[src/rtl/bft_pkg.sv]
// Shared constants and types for the BFT leaf stream blocks.
package bft_pkg;
    localparam int PACKET_BITS       = 97;
    localparam int MAX_NUM_OUT_PORTS = 7;
    localparam int PKT_VALID_BIT     = PACKET_BITS - 1;

    typedef logic [PACKET_BITS-1:0] packet_t;

    // Source that was granted in the previous cycle, i.e. whose dout is arriving now.
    typedef enum logic [1:0] {
        SRC_NONE = 2'd0,
        SRC_UPD  = 2'd1,
        SRC_DATA = 2'd2
    } src_e;
endpackage

[src/rtl/converge_arbiter_if.sv]
// Queue-side and stream-side signals of the converged leaf arbiter.
interface converge_arbiter_if;
    import bft_pkg::*;

    logic [MAX_NUM_OUT_PORTS-1:0]  empty;
    packet_t [MAX_NUM_OUT_PORTS-1:0] packet_from_output_ports;
    logic                          upd_empty;
    packet_t                       upd_dout;
    logic                          resend;
    logic [MAX_NUM_OUT_PORTS-1:0]  outport_sel;
    logic                          upd_rd_en;
    packet_t                       stream_out;
    logic                          skid_full;

    modport master (
        input  empty, packet_from_output_ports, upd_empty, upd_dout, resend,
        output outport_sel, upd_rd_en, stream_out, skid_full
    );

    modport slave (
        output empty, packet_from_output_ports, upd_empty, upd_dout, resend,
        input  outport_sel, upd_rd_en, stream_out, skid_full
    );
endinterface

[src/rtl/converge_arbiter_rr_pick.sv]
// Round-robin first-one finder: first set request at or above ptr, wrapping at N-1.
module rr_pick #(
    parameter int N = 7,
    parameter int W = 4
) (
    input  logic [N-1:0] req,
    input  logic [W-1:0] ptr,
    output logic [N-1:0] gnt,
    output logic [W-1:0] idx,
    output logic         any
);
    logic [W:0] cand;

    always_comb begin
        gnt  = '0;
        idx  = '0;
        any  = 1'b0;
        cand = '0;
        for (int k = 0; k < N; k++) begin
            cand = {1'b0, ptr} + (W+1)'(k);
            if (cand >= (W+1)'(N))
                cand = cand - (W+1)'(N);
            for (int j = 0; j < N; j++) begin
                if (!any && cand == (W+1)'(j) && req[j]) begin
                    any = 1'b1;
                    idx = W'(j);
                end
            end
        end
        for (int j = 0; j < N; j++)
            gnt[j] = any && (idx == W'(j));
    end
endmodule

[src/rtl/converge_arbiter.sv]
// Shares one output packet slot among the data queues and the update queue,
// with update priority under a burst cap and a one-entry skid for resend.
module converge_arbiter
    import bft_pkg::*;
#(
    parameter int NUM_OUT_PORTS = 7,
    parameter int NUM_PORT_BITS = 4,
    parameter int UPD_BURST     = 4
) (
    input  logic               clk_bft,
    input  logic               reset_bft_n,
    converge_arbiter_if.master bus
);
    localparam int BW = $clog2(UPD_BURST + 1);

    logic                     rst_rel;
    logic [NUM_PORT_BITS-1:0] rr_ptr;
    logic [NUM_PORT_BITS-1:0] pick_idx;
    logic [NUM_PORT_BITS-1:0] sel_port;
    logic [BW-1:0]            burst_cnt;
    src_e                     sel_src;
    packet_t                  skid;
    packet_t                  arriving;
    logic [NUM_OUT_PORTS-1:0] req;
    logic [NUM_OUT_PORTS-1:0] pick_gnt;
    logic                     pick_any;
    logic                     blocked;
    logic                     upd_gnt;
    logic                     data_gnt;

    assign req = ~bus.empty[NUM_OUT_PORTS-1:0];

    rr_pick #(.N(NUM_OUT_PORTS), .W(NUM_PORT_BITS)) u_pick (
        .req (req),
        .ptr (rr_ptr),
        .gnt (pick_gnt),
        .idx (pick_idx),
        .any (pick_any)
    );

    // rst_rel keeps read enables low for the first cycle after reset release.
    assign blocked  = bus.resend | bus.skid_full | ~rst_rel;
    assign upd_gnt  = ~blocked & ~bus.upd_empty &
                      ((burst_cnt < BW'(UPD_BURST)) | ~pick_any);
    assign data_gnt = ~blocked & ~upd_gnt & pick_any;

    assign bus.upd_rd_en = upd_gnt;

    always_comb begin
        bus.outport_sel = '0;
        for (int j = 0; j < NUM_OUT_PORTS; j++)
            bus.outport_sel[j] = data_gnt & pick_gnt[j];
    end

    always_comb begin
        arriving = '0;
        if (sel_src == SRC_UPD) begin
            arriving = bus.upd_dout;
        end else if (sel_src == SRC_DATA) begin
            for (int j = 0; j < NUM_OUT_PORTS; j++)
                if (sel_port == NUM_PORT_BITS'(j))
                    arriving = bus.packet_from_output_ports[j];
        end
    end

    always_ff @(posedge clk_bft or negedge reset_bft_n) begin
        if (!reset_bft_n) begin
            rst_rel   <= 1'b0;
            rr_ptr    <= '0;
            burst_cnt <= '0;
            sel_src   <= SRC_NONE;
            sel_port  <= '0;
        end else begin
            rst_rel <= 1'b1;
            if (data_gnt)
                rr_ptr <= (pick_idx == NUM_PORT_BITS'(NUM_OUT_PORTS - 1)) ?
                          '0 : pick_idx + NUM_PORT_BITS'(1);
            if (data_gnt || bus.upd_empty)
                burst_cnt <= '0;
            else if (upd_gnt && burst_cnt < BW'(UPD_BURST))
                burst_cnt <= burst_cnt + BW'(1);
            sel_src  <= upd_gnt ? SRC_UPD : (data_gnt ? SRC_DATA : SRC_NONE);
            sel_port <= pick_idx;
        end
    end

    // An arrival never coincides with a full skid: grants stop while it is full.
    always_ff @(posedge clk_bft or negedge reset_bft_n) begin
        if (!reset_bft_n) begin
            bus.stream_out <= '0;
            bus.skid_full  <= 1'b0;
            skid           <= '0;
        end else if (bus.skid_full && !bus.resend) begin
            bus.stream_out <= skid;
            bus.skid_full  <= 1'b0;
        end else if (sel_src != SRC_NONE) begin
            if (bus.resend) begin
                skid          <= arriving;
                bus.skid_full <= 1'b1;
            end else begin
                bus.stream_out <= arriving;
            end
        end else if (!bus.resend) begin
            bus.stream_out <= '0;
        end
    end
endmodule

[src/flat_wrapper.sv]
// flat-port wrapper written by rule: the top's interface ports become plain ports
module converge_arbiter_flat import bft_pkg::*;
#(
    parameter int NUM_OUT_PORTS = 7,
    parameter int NUM_PORT_BITS = 4,
    parameter int UPD_BURST     = 4
)
  (clk_bft, reset_bft_n, bus_empty, bus_packet_from_output_ports, bus_upd_empty, bus_upd_dout, bus_resend, bus_outport_sel, bus_upd_rd_en, bus_stream_out, bus_skid_full);
  converge_arbiter_if bus_i ();
  input  logic clk_bft;
  input  logic reset_bft_n;
  input wire logic [$bits(bus_i.empty)-1:0] bus_empty;
  input wire logic [$bits(bus_i.packet_from_output_ports)-1:0] bus_packet_from_output_ports;
  input wire logic [$bits(bus_i.upd_empty)-1:0] bus_upd_empty;
  input wire logic [$bits(bus_i.upd_dout)-1:0] bus_upd_dout;
  input wire logic [$bits(bus_i.resend)-1:0] bus_resend;
  output wire logic [$bits(bus_i.outport_sel)-1:0] bus_outport_sel;
  output wire logic [$bits(bus_i.upd_rd_en)-1:0] bus_upd_rd_en;
  output wire logic [$bits(bus_i.stream_out)-1:0] bus_stream_out;
  output wire logic [$bits(bus_i.skid_full)-1:0] bus_skid_full;
  assign bus_i.empty = bus_empty;
  assign bus_i.packet_from_output_ports = bus_packet_from_output_ports;
  assign bus_i.upd_empty = bus_upd_empty;
  assign bus_i.upd_dout = bus_upd_dout;
  assign bus_i.resend = bus_resend;
  assign bus_outport_sel = bus_i.outport_sel;
  assign bus_upd_rd_en = bus_i.upd_rd_en;
  assign bus_stream_out = bus_i.stream_out;
  assign bus_skid_full = bus_i.skid_full;
  converge_arbiter #(.NUM_OUT_PORTS(NUM_OUT_PORTS), .NUM_PORT_BITS(NUM_PORT_BITS), .UPD_BURST(UPD_BURST)) u_core (.clk_bft(clk_bft), .reset_bft_n(reset_bft_n), .bus(bus_i));
endmodule
[config.mk]
export PLATFORM = sky130hd
export DESIGN_NAME = converge_arbiter_flat
export DESIGN_NICKNAME = d
export VERILOG_FILES = /design/src/rtl/bft_pkg.sv /design/src/rtl/converge_arbiter_if.sv /design/src/rtl/converge_arbiter_rr_pick.sv /design/src/rtl/converge_arbiter.sv /design/src/flat_wrapper.sv
export SDC_FILE = /design/constraint.sdc
export NUM_CORES = 1
export LEC_CHECK = 0
export ABC_AREA = 1
export CAP_MARGIN = 20
export CORE_AREA = 8 8 337 339
export CTS_BUF_LIST = sky130_fd_sc_hd__clkbuf_4 sky130_fd_sc_hd__clkbuf_8
export CTS_CLUSTER_SIZE = 16
export DETAILED_ROUTE_END_ITERATION = 7
export DIE_AREA = 0 0 345 347
export GPL_ROUTABILITY_DRIVEN = 0
export PLACE_DENSITY = 0.5
export SYNTH_ARGS = -nofsm -noshare
export SYNTH_HDL_FRONTEND = slang
export SYNTH_SLANG_ARGS = --single-unit
[constraint.sdc]
create_clock -name clk_bft -period 6.2 [get_ports clk_bft]
set_input_delay 1.24 -clock clk_bft [delete_from_list [all_inputs] [get_ports clk_bft]]
set_output_delay 1.24 -clock clk_bft [all_outputs]
set_load 0.02 [all_outputs]
# Word-level counts from Yosys, hierarchy flattened
# Cells that the tools add are included.
# W data, S select, Z words.
word_totals:
  word_cells: 405
  ff_bits: 209
  out_inout_bits: 106
op_classes:
  order_cmp: 8
  add_sub_neg: 15
  muxes: 125
  reduce_logical: 171
  n_eq_ne: 57
  bitwise_logic: 21
ops:
  columns: ["operator", "n"]
  rows:
  - ["$mux W97", 13]
  - ["$mux W4", 48]
  - ["$logic_and A1 B1 Y1", 106]
  - ["$eq A5 B3 Y1 const B", 21]
  - ["$eq A5 B2 Y1 const B", 14]
  - ["$mux W1", 53]
  - ["$logic_not A1 Y1", 49]
  - ["$eq A5 B1 Y1 const B", 7]
  - ["$logic_not A5 Y1", 7]
  - ["$mux W5", 7]
  - ["$ge A5 B3 Y1 const B", 6]
  - ["$sub A5 B3 Y5 const B", 6]
  - ["$eq A4 B3 Y1 const B", 6]
  - ["$eq A4 B2 Y1 const B", 4]
  - ["$add A4 B3 Y5 const B", 3]
  - ["$and A1 B1 Y1", 11]
  - ["$add A4 B2 Y5 const B", 2]
  - ["$eq A4 B1 Y1 const B", 2]
  - ["$logic_not A4 Y1", 2]
  - ["$reduce_bool A2 Y1", 4]
  - ["$not A7 Y7", 1]
  - ["$mux W3", 2]
  - ["$not A1 Y1", 6]
  - ["$add A4 B1 Y5 const B", 1]
  - ["other kinds (13)", 16]

# Depth between registers and ports, before layout
depth:
  ltp_word: 205
  ltp_mapped: 42

# Hierarchy
# Synthesis repeated with hierarchy kept, for this count alone.
unflattened:
  cells_unflattened: 3494
  area_unflattened_um2: 19479.9
modules_own_cells:
  columns: ["module", "cells_each", "area_each_um2", "instances"]
  rows:
  - ["converge_arbiter", 3024, 17017.6, 1]
  - ["rr_pick", 470, 2462.4, 1]

# Worst setup path after synthesis
# Ideal clock, no wire load.
synth_timing:
  kind: "reg-to-output"
  from: "register u_core.rr_ptr[0]"
  to: "output bus_outport_sel[3]"
  path_slack_ns: 0.119
  t_required_ns: 4.960
  arrival_ns: 4.841
  n_path_buf: 2
  stages_incl_launch_ff: 39
  path_cell_list: "dfrtp_1 -> buf_4 -> inv_2 -> ha_1 -> buf_6 -> inv_4 -> nor2_4 -> inv_2 -> nor2_4 -> xor2_1 -> nand2_1 -> nand2_2 -> nor2_1 -> nand2_2 -> nand4_1 -> nor2_2 -> nand4_2 -> nor2_4 -> (+3 left out) -> nor2_2 -> nand4_2 -> nor2_2 -> nand4_2 -> nor2_4 -> nand4_2 -> nor2_4 -> nand4_2 -> nor2_2 -> nand4_2 -> nor2_4 -> nand4_2 -> nor2_4 -> a21oi_1 -> nor2_1 -> ha_1 -> inv_1 -> nor2_1"
synth_via:
  elab_chain_cells: 204
synth_rtl:
  columns: ["item", "line_no", "text"]
  rows:
  - ["start: declaration", "converge_arbiter.sv:17", "logic [NUM_PORT_BITS-1:0] rr_ptr;"]
  - ["start signal: assignment", "converge_arbiter.sv:76", "rr_ptr <= (pick_idx == NUM_PORT_BITS'(NUM_OUT_PORTS - 1)) ?"]
  - ["$sub A4 B3 Y5 / $ge A4 B3 Y1 (equally long branches)", "converge_arbiter_rr_pick.sv:22, converge_arbiter_rr_pick.sv:21", null]
  - ["$mux W5", "converge_arbiter_rr_pick.sv:21", "if (cand >= (W+1)'(N))"]
  - ["$logic_not A5 Y1", "converge_arbiter_rr_pick.sv:24", "if (!any && cand == (W+1)'(j) && req[j]) begin"]
  - ["$logic_and A1 B1 Y1", "converge_arbiter_rr_pick.sv:24", null]
  - ["$mux W1", "converge_arbiter_rr_pick.sv:24", null]
  - ["$logic_not A1 Y1", "converge_arbiter_rr_pick.sv:24", null]
  - ["$logic_and A1 B1 Y1 (2 in series)", "converge_arbiter_rr_pick.sv:24", null]
  - ["$mux W1", "converge_arbiter_rr_pick.sv:24", null]
  - ["(+185 left out)", null, null]
  - ["$logic_and A1 B1 Y1 (2 in series)", "converge_arbiter_rr_pick.sv:24", null]
  - ["$mux W1", "converge_arbiter_rr_pick.sv:24", null]
  - ["$not A1 Y1", "converge_arbiter.sv:44", "((burst_cnt < BW'(UPD_BURST)) | ~pick_any);"]
  - ["$or A1 B1 Y1", "converge_arbiter.sv:44", null]
  - ["$and A1 B1 Y1", "converge_arbiter.sv:43", "assign upd_gnt = ~blocked & ~bus.upd_empty &"]
  - ["$not A1 Y1", "converge_arbiter.sv:45", "assign data_gnt = ~blocked & ~upd_gnt & pick_any;"]
  - ["$and A1 B1 Y1 (2 in series)", "converge_arbiter.sv:45", null]
  - ["$and A1 B1 Y1 *", "converge_arbiter.sv:52", "bus.outport_sel[j] = data_gnt & pick_gnt[j];"]
  - ["end: declaration", "flat_wrapper.sv:17", "output wire logic [$bits(bus_i.outport_sel)-1:0] bus_outport_sel;"]
# Every way passes the cells marked *; elsewhere a longest branch is shown, timed or not.

# Worst setup path after layout
layout_timing:
  from: "register u_core.rr_ptr[1]"
  to: "output bus_outport_sel[3]"
layout_lines:
  columns: ["item", "line_no", "text"]
  rows:
  - ["$sub A4 B3 Y5 / $ge A4 B3 Y1 (equally long branches)", "converge_arbiter_rr_pick.sv:22, converge_arbiter_rr_pick.sv:21", null]
  - ["$mux W5", "converge_arbiter_rr_pick.sv:21", null]
  - ["$logic_not A5 Y1", "converge_arbiter_rr_pick.sv:24", null]
  - ["$logic_and A1 B1 Y1", "converge_arbiter_rr_pick.sv:24", null]
  - ["$mux W1", "converge_arbiter_rr_pick.sv:24", null]
  - ["$logic_not A1 Y1", "converge_arbiter_rr_pick.sv:24", null]
  - ["$logic_and A1 B1 Y1 (2 in series)", "converge_arbiter_rr_pick.sv:24", null]
  - ["$mux W1", "converge_arbiter_rr_pick.sv:24", null]
  - ["(+183 left out)", null, null]
  - ["$mux W1", "converge_arbiter_rr_pick.sv:24", null]
  - ["$logic_not A1 Y1", "converge_arbiter_rr_pick.sv:24", null]
  - ["$logic_and A1 B1 Y1 (2 in series)", "converge_arbiter_rr_pick.sv:24", null]
  - ["$mux W4 *", "converge_arbiter_rr_pick.sv:24", null]
  - ["via u_core.pick_idx[2]", "converge_arbiter.sv:18", "logic [NUM_PORT_BITS-1:0] pick_idx;"]
  - ["$eq A4 B2 Y1 *", "converge_arbiter_rr_pick.sv:31", "gnt[j] = any && (idx == W'(j));"]
  - ["$logic_and A1 B1 Y1 *", "converge_arbiter_rr_pick.sv:31", null]
  - ["$and A1 B1 Y1 *", "converge_arbiter.sv:52", null]
# The timed path passes the listed nets; every way through them passes the cells marked *.

==> metrics.md <==
| Metric | Value |
|---|---|
| WHS | `0.479 ns` |
| Layout cell share with drive strength beyond 1 | `0.110` |
| Crit path required time | `4.96 ns` |
| Post-route cell area | `29,000 um2` |
| Total nets after synthesis | `3,269` |
| Max-slew violations | `0` |
| # Max-Cap Violations | `0` |
| Unique cell type count in the Yosys netlist | `49` |
| Avg Vias per Cell | `4.53` |
| Hold Buf Count CTS | `0` |
| Post-Syn Instances | `2,464` |
| Worst-path maximum fanout | `5` |
| Chip width | `345 um` |
| FF-to-FF path depth | `37` |
| CTS clk-pin slew, worst paths | `0.06 ns` |
| Routed length per instance | `23.4 um` |
| CP Launch Type | `flip-flop` |
| Die Y-Extent | `347 um` |
| Post-DP HPWL | `91,100 um` |
| Yosys warns | `0` |
| Clock buffer depth | `3` |
| DRC Markers | `0` |
| Iter 0 DRT Violations | `1,611` |
| Largest net degree at the start of global routing | `107` |
| CP most frequent cell | `nor2_4` |
| Detailed Routing Iterations Pass 1 | `5` |
| Worst slack, placed | `-0.964 ns` |
| HP Class | `reg2reg` |
| Clk_lat worst skew | `0.59 ns` |
| Num CTS Buffers | `41` |
| Worst EP arrival | `5.45 ns` |
| Most common cell after layout, fill and taps aside | `clkdlybuf4s50_1` |
| Cell Rows | `121` |
| Top Layer Used | `met5` |
| Number of synthesized flops with an enable pin | `0` |
| Final Hold Viols | `0` |
| Routed met2 length | `55,600 um` |
| Htree depth | `2` |
| Asr flop ratio synth | `1.00` |
| RSZ-0062 raised after global routing | `true` |
| Final setup vio count | `8` |
| Finished Layout Cells | `4,822` |
| Vias in the first global route | `21,900` |
| Clk sinks | `208` |
| Worst path slowest cell | `dfrtp_2` |
| Fmax | `150 MHz` |
| Worst setup path class | `reg2out` |
| Antenna Nets Post-Route | `0` |
| Power Dens Cells | `426 nW/um2` |
| Leak | `11.7 nW` |
| Total Routed Length | `113,000 um` |
| Setup Skew | `0.0219 ns` |
| First-pass GRT wire length | `158,000 um` |
| Ys flop type | `dfrtp_1` |
| Failing checks | `setup timing` |
| GRT Total Usage | `0.177` |
| DIE AREA | `120,000 um2` |
| Worst relative slew slack | `0.162` |
| Initial Util | `0.152` |
| Final Cycle Share | `1.08` |
| Worst VDD drop | `0.206 mV` |
| Area added between synthesis and finish | `76.7%` |
| Critical Path End Type | `output port` |
| CTS root buffer | `clkbuf_8` |
| Via count | `21,800` |
| Commonest cells after routing, fill and taps aside | `clkdlybuf4s50_1, nand2_1, o21ai_0` |
| Initial antenna violation count | `32` |
| GR Overflow Total | `0` |
| IO Port Bufs | `892` |
| PnR worst setup slack | `-0.488 ns` |
| Sequential area share after synthesis | `0.318` |
| Core area | `108,000 um2` |
| Post-DP Area | `27,400 um2` |
| Actual slew at the worst max-slew pin | `1.26 ns` |
| Placed Cells incl. Taps | `4,706` |
| Total Nets Final | `4,168` |
| Syn_area_per_cell | `6.65 um2` |
| IO Pins | `893` |
| M1 WL | `46,700 um` |
| Synthesis-stage register bit count | `208` |
| Mapped Area | `16,400 um2` |
| Met3 wire len | `7750 um` |
| CP peak stage delay | `0.47 ns` |
| Period minus WS final | `6.69 ns` |
| Hold depth | `2` |
| CTS tree | `built` |
| Outcome | `complete, but fails checks` |
==> path summary, 6_finish.rpt <==
path	startpoint	endpoint	slack, ns
max	u_core.rr_ptr[1]$_DFFE_PN0P_	bus_outport_sel[3]	-0.49
min	u_core.bus.stream_out[89]$_DFFE_PN0P_	u_core.bus.stream_out[89]$_DFFE_PN0P_	0.48
max reg2reg	u_core.rr_ptr[1]$_DFFE_PN0P_	u_core.rr_ptr[1]$_DFFE_PN0P_	1.13
min reg2reg	u_core.bus.stream_out[89]$_DFFE_PN0P_	u_core.bus.stream_out[89]$_DFFE_PN0P_	0.48
max in group asynchronous	reset_bft_n	u_core.bus.stream_out[65]$_DFFE_PN0P_	4.24
min in group asynchronous	reset_bft_n	u_core.bus.stream_out[39]$_DFFE_PN0P_	0.72
==> logic make-up (layout without fill, tap and decap cells) <==
kind of cell | count (synthesis) | after routing | synth area share
AOI/OAI and AO/OA | 825 | 825 | 0.300
buffers and inverters | 405 | 1337 | 0.0946
and+or+nand+nor | 995 | 995 | 0.268
adders and majority gates | 18 | 18 | 0.0137
DFF | 208 | 208 | 0.318
other | 1 | 13 | 0.000229
xor gates and xnor gates | 12 | 12 | 0.00641
==> registers in the layout (all words and copies together) (netlist names) <==
| signal | cells |
|---|---|
| u_core.burst_cnt | 3 |
| u_core.bus.skid_full | 1 |
| u_core.bus.stream_out | 97 |
| u_core.rr_ptr | 4 |
| u_core.rst_rel | 1 |
| u_core.sel_port | 3 |
| u_core.sel_src | 2 |
| u_core.skid | 97 |
==> layer usage <==
layer,global-route usage,up-vias
met3,0.0417,128
met2,0.309,963
met4,0.0506,8
met1,0.216,10300
li1,-,10500
met5,0,-
==> worst max-delay path: cells and delay by family (launching register included) <==
kind,cells,cell delay (ns)
AND/OR/NAND/NOR,27,3.08
buffers and inverters,7,0.53
adder cells (fa/ha/maj),2,0.47
flip-flops,1,0.47
XOR/XNOR,1,0.20
AO/OA/AOI/OAI,1,0.06
==> power breakdown <==
| group | switching, mW | total (mW) | internal [mW] | leakage (nW) |
|---|---|---|---|---|
| clock network | 0.666 | 1.48 | 0.816 | 0.460 |
| logic | 5.29 | 8.60 | 3.31 | 8.60 |
| registers | 0.325 | 2.25 | 1.92 | 2.63 |
==> cells in the mapped netlist (all sizes together), types with 10 or more instances <==
cell / number / area, um2
a21oi: 211 / 1060
a221oi: 97 / 850
a31oi: 99 / 619
buf: 21 / 101
clkbuf: 171 / 642
dfrtp: 208 / 5200
ha: 18 / 225
inv: 211 / 800
nand2: 507 / 1950
nand3: 235 / 1200
nand4: 24 / 215
nor2: 180 / 748
nor3: 30 / 150
nor4: 15 / 93.8
o211ai: 99 / 757
o21ai: 308 / 1540
xor2: 10 / 87.6
==> layout make-up <==
type                       count  area, um2
inverter                     213        822
antenna                       12       30.0
tap                         1414       1770
clock inverter                11       71.3
sequential                   208       5210
timing repair buffer        1048      10200
multi-input combinational   1851      10100
fill                       12000      79100
clock buffer                  65        788
==> metrics by stage <==
step           TNS (ns)  power [mW]   util
6_report          -3.64        12.3  0.268
3_3_place_gp      -6.84        10.2  0.254
3_5_place_dp      -7.09        10.2  0.254
4_1_cts           -5.30        12.1  0.265
2_1_floorplan         0        6.53      -
5_1_grt           -7.29        13.3  0.268
==> timing repair <==
action,in CTS,in global routing
setup endpoints to repair,8,8
gates resized for setup,99,58
pin swaps,36,31
setup buffers,15,13
Power figures use the tool's default switching activity.
